`config.mk`:
```
export PLATFORM = sky130hd
export DESIGN_NAME = piece_rng
export DESIGN_NICKNAME = d
export VERILOG_FILES = /design/src/rtl/piece_rng.sv
export SDC_FILE = /design/constraint.sdc
export NUM_CORES = 1
export LEC_CHECK = 0
export CAP_MARGIN = 20
export CORE_AREA = 2 2 58 60
export CTS_CLUSTER_DIAMETER = 40
export DETAILED_ROUTE_END_ITERATION = 12
export DIE_AREA = 0 0 60 62
export PLACE_DENSITY_LB_ADDON = 0.12
export SLEW_MARGIN = 20
export SYNTH_ARGS = -nofsm -noshare
export SYNTH_HDL_FRONTEND = slang
export SYNTH_SLANG_ARGS = --single-unit
export TNS_END_PERCENT = 50
```
`constraint.sdc`:
```
create_clock -name clka -period 8.35 [get_ports clka]
set_clock_uncertainty 0.2 [all_clocks]
set_input_delay 2.0875 -clock clka [delete_from_list [all_inputs] [get_ports clka]]
set_output_delay 2.0875 -clock clka [all_outputs]
set_load 0.05 [all_outputs]
```
`src/rtl/piece_rng.sv`:
```
// Piece randomiser: free-running Galois LFSR feeding a uniform/bag piece selector
// with a valid/ready output port and bounded-latency fallback selection.
module piece_rng #(
  parameter int                LFSR_W     = 16,
  parameter logic [LFSR_W-1:0] TAPS       = 16'hB400,
  parameter logic [LFSR_W-1:0] SEED       = 16'h0001,
  parameter int                NUM_PIECES = 7,
  parameter int                PIECE_W    = 3,
  parameter int                MAX_TRIES  = 15
) (
  input  logic                  clka,
  input  logic                  restart,
  input  logic                  mode,
  input  logic                  entropy_in,
  input  logic                  piece_ready,
  output logic [PIECE_W-1:0]    piece,
  output logic                  piece_valid,
  output logic                  bag_done,
  output logic [NUM_PIECES-1:0] used_mask,
  output logic                  state_dbg
);

  // Handshake: a piece transfers on any rising edge where piece_valid && piece_ready;
  // piece and piece_valid never change while valid is high and ready is low.

  localparam int TRY_W = (MAX_TRIES < 1) ? 1 : $clog2(MAX_TRIES + 1);

  typedef enum logic {SEARCH = 1'b0, HOLD = 1'b1} state_t;

  state_t                  state_q, state_d;
  logic [LFSR_W-1:0]       lfsr_q, lfsr_step, lfsr_d;
  logic [TRY_W-1:0]        try_cnt_q, try_cnt_d;
  logic                    mode_q;
  logic [PIECE_W-1:0]      cand, fb_idx, sel, piece_d;
  logic [NUM_PIECES-1:0]   eff_mask, sel_mask, used_mask_d;
  logic [2**PIECE_W-1:0]   free_vec;
  logic                    cand_ok, try_hit, select, valid_d, bag_done_d;

  assign state_dbg = state_q;

  // All-zero is a lock-up state for the LFSR, so it is replaced by the seed.
  always_comb begin
    lfsr_step = (lfsr_q >> 1) ^ (lfsr_q[0] ? TAPS : '0) ^ {entropy_in, {(LFSR_W-1){1'b0}}};
    lfsr_d    = (lfsr_step == '0) ? SEED : lfsr_step;
  end

  // A mode change wipes the bag so a same-cycle selection sees an empty mask.
  always_comb begin
    eff_mask = (mode != mode_q) ? '0 : used_mask;
    free_vec = '0;
    for (int i = 0; i < NUM_PIECES; i++) free_vec[i] = !mode || !eff_mask[i];
    fb_idx = '0;
    for (int i = NUM_PIECES - 1; i >= 0; i--) if (free_vec[i]) fb_idx = PIECE_W'(i);
    cand    = lfsr_q[PIECE_W-1:0];
    cand_ok = free_vec[cand];
    try_hit = (try_cnt_q == TRY_W'(MAX_TRIES));
    select  = (state_q == SEARCH) && (cand_ok || try_hit);
    sel     = cand_ok ? cand : fb_idx;
    sel_mask = eff_mask;
    for (int i = 0; i < NUM_PIECES; i++) if (PIECE_W'(i) == sel) sel_mask[i] = 1'b1;
  end

  always_ff @(posedge clka) begin
    if (restart) state_q <= SEARCH;
    else         state_q <= state_d;
  end

  always_comb begin
    state_d = state_q;
    case (state_q)
      SEARCH:  if (select) state_d = HOLD;
      HOLD:    if (piece_ready) state_d = SEARCH;
      default: state_d = SEARCH;
    endcase
  end

  always_comb begin
    piece_d     = piece;
    valid_d     = piece_valid;
    try_cnt_d   = try_cnt_q;
    used_mask_d = mode ? eff_mask : '0;
    bag_done_d  = 1'b0;
    case (state_q)
      SEARCH: begin
        if (select) begin
          piece_d   = sel;
          valid_d   = 1'b1;
          try_cnt_d = '0;
          if (mode) begin
            if (&sel_mask) begin
              used_mask_d = '0;
              bag_done_d  = 1'b1;
            end else begin
              used_mask_d = sel_mask;
            end
          end
        end else begin
          try_cnt_d = try_cnt_q + 1'b1;
        end
      end
      HOLD:    if (piece_ready) valid_d = 1'b0;
      default: valid_d = 1'b0;
    endcase
  end

  always_ff @(posedge clka) begin
    if (restart) begin
      lfsr_q      <= SEED;
      piece       <= '0;
      piece_valid <= 1'b0;
      bag_done    <= 1'b0;
      used_mask   <= '0;
      try_cnt_q   <= '0;
      mode_q      <= mode;
    end else begin
      lfsr_q      <= lfsr_d;
      piece       <= piece_d;
      piece_valid <= valid_d;
      bag_done    <= bag_done_d;
      used_mask   <= used_mask_d;
      try_cnt_q   <= try_cnt_d;
      mode_q      <= mode;
    end
  end

endmodule

```
==> results of run 1 <==
## cell type report
cell class | count | share of cell area (%)
inverters | 5 | 1.01
flip-flops and latches | 34 | 36.6
repair buffers | 17 | 9.14
clock buffers | 6 | 2.76
well taps | 46 | 3.09
clock inverters | 1 | 1.61
multi-input cells | 129 | 45.8
## layer usage
layer / routed length, um / GRT usage [%] / vias up
li1: - / - / 665
met1: 1500 / 25.2 / 624
met2: 1680 / 36.0 / 34
met3: 171 / 6.21 / 7
met4: 57 / 6.98 / 0
met5: 0 / 0 / -
## cells in the final DEF (no fill, tap or decap), drive strengths merged, types with 4 or more instances in the layout
cell type / synthesis / final
a21oi: 8 / 8
a22oi: 4 / 4
and2: 12 / 12
clkbuf: 6 / 6
clkdlybuf4s50: 0 / 17
dfxtp: 34 / 34
inv: 5 / 5
mux2: 4 / 4
nand2: 11 / 11
nand4: 7 / 7
nor2: 24 / 24
xnor2: 6 / 6
## critical path, stage by stage
cell	delay [ps]
clkdlybuf4s50_1	550
and3b_1	260
a221oi_2	360
and3b_4	280
a21oi_2	320
inv_2	120
nor3b_1	640
nand2_1	180
o32ai_1	260
## power groups by stage
stage / clock (mW) / sequential (mW) / combinational, mW
finish: 0.122 / 0.176 / 0.0379
detailed placement: 0 / 0.180 / 0.0379
CTS: 0.125 / 0.176 / 0.0381
global placement: 0 / 0.180 / 0.0373
floorplan: 0 / 0.185 / 0.0207
global route: 0.131 / 0.177 / 0.0411
## worst min path at each step
stage	to	slack [ps]	depth (start not counted)
floorplan	lfsr_q[9]$_SDFF_PP0_	230	1
global placement	lfsr_q[6]$_SDFF_PP0_	240	1
detailed placement	lfsr_q[5]$_SDFF_PP0_	250	1
CTS	lfsr_q[8]$_SDFF_PP0_	280	1
global route	lfsr_q[3]$_SDFF_PP0_	300	1
finish	lfsr_q[8]$_SDFF_PP0_	270	1
## synthesized netlist by cell type (2+ instances only)
master     count
nor2b_1        3
dfxtp_1       34
a31oi_1        2
nand4_1        7
nor4_1         3
o21ai_0        2
o211ai_1       2
a22oi_1        4
a21oi_1        7
nand3_1        3
buf_2          2
mux2_2         2
a211oi_1       2
mux2_4         2
nand2_1       11
mux2i_1        2
nand3b_1       3
or3_1          2
xor2_1         2
o2111ai_1      3
nor2_1        24
nand4b_1       2
inv_1          4
xnor2_1        6
and2_1        12
and3_1         3
o32ai_1        2
clkbuf_1       6
## registers in the layout, indices dropped and copies added (netlist names)
name and cells:
lfsr_q 16, used_mask 7, try_cnt_q 4, piece 3, bag_done 1, mode_q 1
piece_valid 1, state_dbg 1
## per-stage QoR
stage	instance area [um^2]	cells
4_1_cts	1860	238
2_1_floorplan	1590	176
3_3_place_gp	1780	231
3_5_place_dp	1780	231
5_1_grt	1860	238
6_report	1860	238
## kinds of logic after synthesis
kind of cell	after synthesis	synth area share [%]
AO/OA/AOI/OAI	33	16.3
XOR/XNOR	8	4.42
adder cells (fa/ha/maj)	1	0.789
buffers and inverters	13	3.24
flip-flops	34	42.9
multiplexers	6	4.58
AND/OR/NAND/NOR	81	27.7
==> flow_results.org, run 1 <==
** Min path
- Launch instance of the worst min-delay path :: lfsr_q[9]$_SDFF_PP0_
- Min-Delay Path Class :: reg2reg

** Power
- Internal power comes to 0.254 mW.
- Power spread over the standard cell area amounts to 180 nW/um^2.
- For this design the static power due to leakage is 0.665 nW.
- Total power after layout :: 0.336 mW
- Of the total power, combinational logic draws 11.3%.
- Switch share :: 24.3%
- Clk network pwr share :: 36.2%
- Seq pwr share :: 52.5%
- Worst vdd ir :: 0.000125 V
- Switching power :: 0.0816 mW

** Clock tree
- For this design, the CTS-stage hold fixing added 0 buffers.
- TritonCTS Sinks :: 34
- After clock tree synthesis, the clock-pin slew on the worst setup and hold paths is 100 ps.
- Clock buffers created by TritonCTS :: 5
- In this run the deepest clock path goes through 2 buffers.
- Clock latency on the worst-skew pair, taken at its later pin, is 340 ps.
- Root buf cell :: clkbuf_4
- H-tree depth reported by CTS :: 2
- CTS resizes :: 0
- CTS tree :: built
- Setup Fix Bufs, Post-CTS :: 0

** Worst setup path
- The worst register-to-register path has a depth of 8.
- Capture point of the worst reg-to-reg path :: used_mask[5]$_SDFF_PP0_
- R2R Path Start :: lfsr_q[0]$_SDFF_PP1_
- Category of the worst setup path launch point :: input port
- Of all nets on the critical path, the largest fanout is 9.
- Launching instance or port of the critical path :: mode
- Setup crit end kind :: flop
- Crit path capture :: used_mask[5]$_SDFF_PP0_
- The setup check on the worst reg-to-reg path leaves a slack of 4830 ps.
- Critical path data required time :: 8400 ps
- Type of the worst setup path :: in2reg
- For the worst setup path, the data arrival time is 5050 ps.

** STA
- Max-slew headroom :: 49.8%
- The worst path uses 59.8% of the clock period.
- Setup violations remaining at the end of the flow were counted as 0.
- Highest Clock Rate :: 0.200 GHz
- Hold timing on the final database bottoms out at a slack of 272 ps.
- Setup repair after global routing left no endpoint under its margin.
- At the pin with the least slew margin, the transition time is 752 ps.
- Period minus WS final :: 4990 ps
- Number of max-slew violations in the final report :: 0
- The number of hold violations in the final report came to 0.
- After routing, the total negative slack on setup checks comes to 0 ps.
- The worst path meets setup with 3360 ps of slack.

** Drt
- Initial DRC count :: 106
- The count of nets left with antenna violations once routing finished came out at 0.
- After detailed routing, the average wire length per cell comes to 14.3 um.
- The routed design has 3410 um of wire.
- First-pass detailed-route iteration total :: 4
- Count of unresolved DRC violations after routing :: 0
- Vias :: 1,330
- Using the TritonRoute via totals, the vias-per-cell ratio works out to 5.59.

** Synth
- Yosys printed 0 warnings.
- Counting flops with an async set or reset pin after synthesis yields a share of 0%.
- The synthesized design contains 0 enable-type register cells.
- Synthesized netlist net count :: 182
- The largest total area in the synthesized netlist belongs to dfxtp_1.
- In this run the biggest area consumer among cell types represents 42.9% of the synthesized area.
- Commonest register cell after synthesis :: dfxtp_1
- Ranked by total cell area, the synthesized netlist is headed by dfxtp_1, nor2_1, and2_1.
- Post-synthesis sequential element count :: 34
- Synthesized area per cell :: 9.01 um^2
- Counting every instance in the synthesized netlist gives 176.
- The number of different library cells used by synthesis comes to 47.
- Summing every instance area after synthesis gives 1590 um^2.
- The share of the Yosys chip area taken by registers is 42.9%.

** Run
- Number of maximum-capacitance constraint violations :: 0

** GRT
- In the global route stage, overall resource usage came out at 21.0%.
- Initial antenna violation count :: 0
- Number of global-route vias before repair :: 1,227
- Entering global routing, the biggest net connects 15 pins.
- The first global-routing pass estimated 5630 um of wire.
- Total grt overflow :: 0

** Floorplanning
- 18 I/O pins were placed.
- The die covers 3720 um^2.
- Number of standard-cell rows in the floorplan :: 21
- Once the floorplan was initialized, standard cells occupied 49.9% of the core.
- Measured along the y axis, the die boundary spans 62 um.
- The floorplan step defined a core boundary enclosing 3180 um^2.
- Die width :: 60 um

** Status
- Run status :: finished, final reports clean

** Place
- Placer congestion estimate :: 0.906
- Worst slack, placed :: 3020 ps
- Post-DP HPWL :: 2460 um
- Port Buf Inserts :: 17

** Layout
- N_diodes :: 0
- Of the cells placed in the final design, the portion with a size suffix greater than 1 is 9.38%.
- NumNets Final :: 198
- Utilization after layout :: 58.6%
- The area growth from synthesis to layout is 17.4%.
- FF+latch area :: 681 um^2
- Multi-input logic area :: 853 um^2
- Number of inserted filler cells in the final layout :: 302
No activity file was read; power rests on OpenSTA's default activity.
==> run 2, diff against run 1 <==
==> constraint.sdc (replaced) <==
create_clock -name clka -period 5.2 [get_ports clka]
set_clock_uncertainty 0.2 [all_clocks]
set_input_delay 1.3 -clock clka [delete_from_list [all_inputs] [get_ports clka]]
set_output_delay 1.3 -clock clka [all_outputs]
set_load 0.05 [all_outputs]
==> run 2 against run 1 <==
- setup slack lost 2300 ps
- first-iteration DRC count is 39% lower
- count of clock-buffer cells in the layout unchanged
- critical path depth stayed put
- register-to-register slack worse by 3100 ps
- via count is 0.30% lower
- sequential share of layout area is 0.15 points lower
- final cell count rose by 0.42%
- global-route usage decreased by 0.70 points
- critical endpoint unchanged
- highest routed layer unchanged
==> flow_results.org, run 2 (same netlist as run 1, synthesis figures left out) <==
** STA
- For the pin with the worst max-slew slack, the measured transition is 580 ps.
- Period minus WS final :: 4150 ps
- Final TNS setup :: 0 ps
- Setup violations remaining at the end of the flow were counted as 0.
- Based on the critical path, the design can be clocked at up to 0.241 GHz.
- The number of hold violations in the final report was 0.
- The final number of max-transition violations is 0.
- Dividing the final minimum period by the clock period gives 79.7%.
- In this run the tightest slew margin relative to its limit is 61.3%.
- Setup repair after global routing left no endpoint under its margin.

** Min path
- Min-Delay Path Class :: reg2reg
- Launch instance of the worst min-delay path :: lfsr_q[15]$_SDFF_PP0_

** Layout
- Share of final-layout standard cells stronger than drive strength 1 :: 9.84%
- The register with the most flip-flops in the layout has 16 of them.
- Utilization after layout :: 58.8%
- Leaving out fill and tap cells, the most frequent cells in the layout are dfxtp_1, nor2_1, clkdlybuf4s50_1.
- Ranked by flip-flop count, first place goes to lfsr_q.
- Layout Cells excl Fill :: 239
- The finished cells cover 1870 um^2.
- From synthesis to final layout, the design area changed by 17.9%.
- In the final layout, the registers with the most flip-flops are lfsr_q x16, used_mask x7, try_cnt_q x4.
- The layout has 275 filler cells.
- NumNets Final :: 199
- N_diodes :: 0
- Most common cell after layout, fill and taps aside :: dfxtp_1

** Drt
- The detail route stage leaves a number of antenna-violating nets equal to 0.
- The first detailed-routing pass took 4 iterations.
- Number of vias per cell :: 5.55
- After the first detailed-routing iteration, the DRC count stood at 65.
- Vias :: 1,326
- Final wirelength :: 3360 um
- Routed wire per std cell :: 14.1 um
- In the routed design, unresolved DRC markers number 0.

** Worst setup path
- Arrival time worst endpoint :: 4170 ps
- Following the worst setup path forward leads to its endpoint at used_mask[5]$_SDFF_PP0_.
- Critical path data required time :: 5220 ps
- Setup crit end kind :: flop
- R2R Path Start :: lfsr_q[0]$_SDFF_PP1_
- Flop-to-flop setup slack :: 1720 ps
- Worst-case reg-to-reg path depth :: 8
- Highest fanout seen on the critical path :: 10
- In this run the worst setup path begins at mode.
- Capture point of the worst reg-to-reg path :: used_mask[5]$_SDFF_PP0_
- By startpoint and endpoint, the worst setup path is classified as in2reg.
- Category of the worst setup path launch point :: input port

** Clock tree
- CTS resizes :: 0
- TritonCTS built the clock tree.
- Clock buffers created by TritonCTS :: 5
- H-tree depth reported by CTS :: 2
- Clock transition time at the flip-flop clock pins of the worst setup and hold paths :: 100 ps
- Max clock buf depth :: 2
- TritonCTS Sinks :: 34
- The tree is rooted in a clkbuf_4.
- Setup Fix Bufs, Post-CTS :: 0
- The number of hold buffers added after CTS was 0.
- For the worst-skew pair, the clock arrives at the later sink with an insertion delay of 340 ps.

** Place
- Placed cell count :: 232
- Placement Cell Area :: 1790 um^2
- In this run the tool buffered the top-level ports with 17 buffer cells.
- Placer congestion estimate :: 0.932
- Post-DP HPWL :: 2460 um

** Floorplanning
- Vertical extent of the die :: 62 um
- Full die area :: 3720 um^2
- From left edge to right edge, the die measures 60 um.
- Effective utilization at floorplan :: 49.9%
- After floorplanning, the core was sized to cover 3180 um^2.
- Top-level I/O count :: 18
- Number of standard-cell rows in the floorplan :: 21

** GRT
- Initial antenna violation count :: 0
- The number of global-route vias before repair is 1,239.
- The first global-routing pass estimated 5490 um of wire.
- For this run, the total global-route usage over all layers was measured as 20.3%.
- Total grt overflow :: 0
- Maximum number of pins on one net before global-route repair :: 15

** Run
- Max-cap violations in this run came to 0.

** Power
- Power per cell area :: 290 nW/um^2
- Power comes to 0.542 mW.
- Static Leak :: 0.671 nW
- The worst-case IR drop observed on VDD is 0.000136 V.

** Status
- The flow ran to the end, and the final reports show no timing, DRC or antenna violations.
==> run 2: cell count changes in the layout (fill, tap and decap cells not counted) <==
cell / previous run / this run
buf_4: 0 / 1
==> run 2: cell type report <==
| type | instances | area, um^2 | share of cell area, % |
|---|---|---|---|
| multi-input combinational | 129 | 853 | 45.6 |
| sequential | 34 | 681 | 36.4 |
| timing repair buffer | 18 | 178 | 9.50 |
| tap | 46 | 57.6 | 3.08 |
| clock buffer | 6 | 51.3 | 2.74 |
| clock inverter | 1 | 30.0 | 1.61 |
| inverter | 5 | 18.8 | 1.00 |
==> run 2: how the worst min path moves through the flow <==
stage                     slack [ps]  cells past startpoint                     to
after CTS                        270                      1  lfsr_q[14]$_SDFF_PP0_
after global routing             300                      1  lfsr_q[14]$_SDFF_PP0_
after global placement           240                      1   lfsr_q[6]$_SDFF_PP0_
after floorplan                  230                      1   lfsr_q[9]$_SDFF_PP0_
after detailed placement         250                      1   lfsr_q[5]$_SDFF_PP0_
final                            270                      1  lfsr_q[14]$_SDFF_PP0_
==> run 2: power by group <==
| part | total, mW | internal [mW] | switching (mW) |
|---|---|---|---|
| logic | 0.0618 | 0.0257 | 0.0361 |
| clock network | 0.198 | 0.112 | 0.0860 |
| registers | 0.283 | 0.271 | 0.0115 |
| total | 0.542 | 0.409 | 0.134 |
==> run 2: routing by layer <==
metal | routed length [um] | share of wire [%] | global-route usage (%) | vias up
li1 | - | - | - | 674
met2 | 1620 | 48 | 34.0 | 29
met1 | 1530 | 45 | 24.8 | 614
met4 | 78 | 2.3 | 9.84 | 0
met5 | 0 | 0 | 0 | -
met3 | 130 | 3.9 | 4.35 | 9
==> run 2: per-stage QoR <==
stage,hold WS (ps),worst slack [ps]
detailed placement,248,695
finish,268,1050
floorplan,230,1290
global route,302,957
CTS,272,1050
global placement,242,748
==> run 2: worst max-delay path, stage by stage <==
cell and delay, ps:
clkdlybuf4s50_1 530, and3b_1 250, a221oi_2 330, and3b_4 270, mux2_4 350, o31a_1 280, a221o_1 390, a211oi_4 300
o32ai_1 140
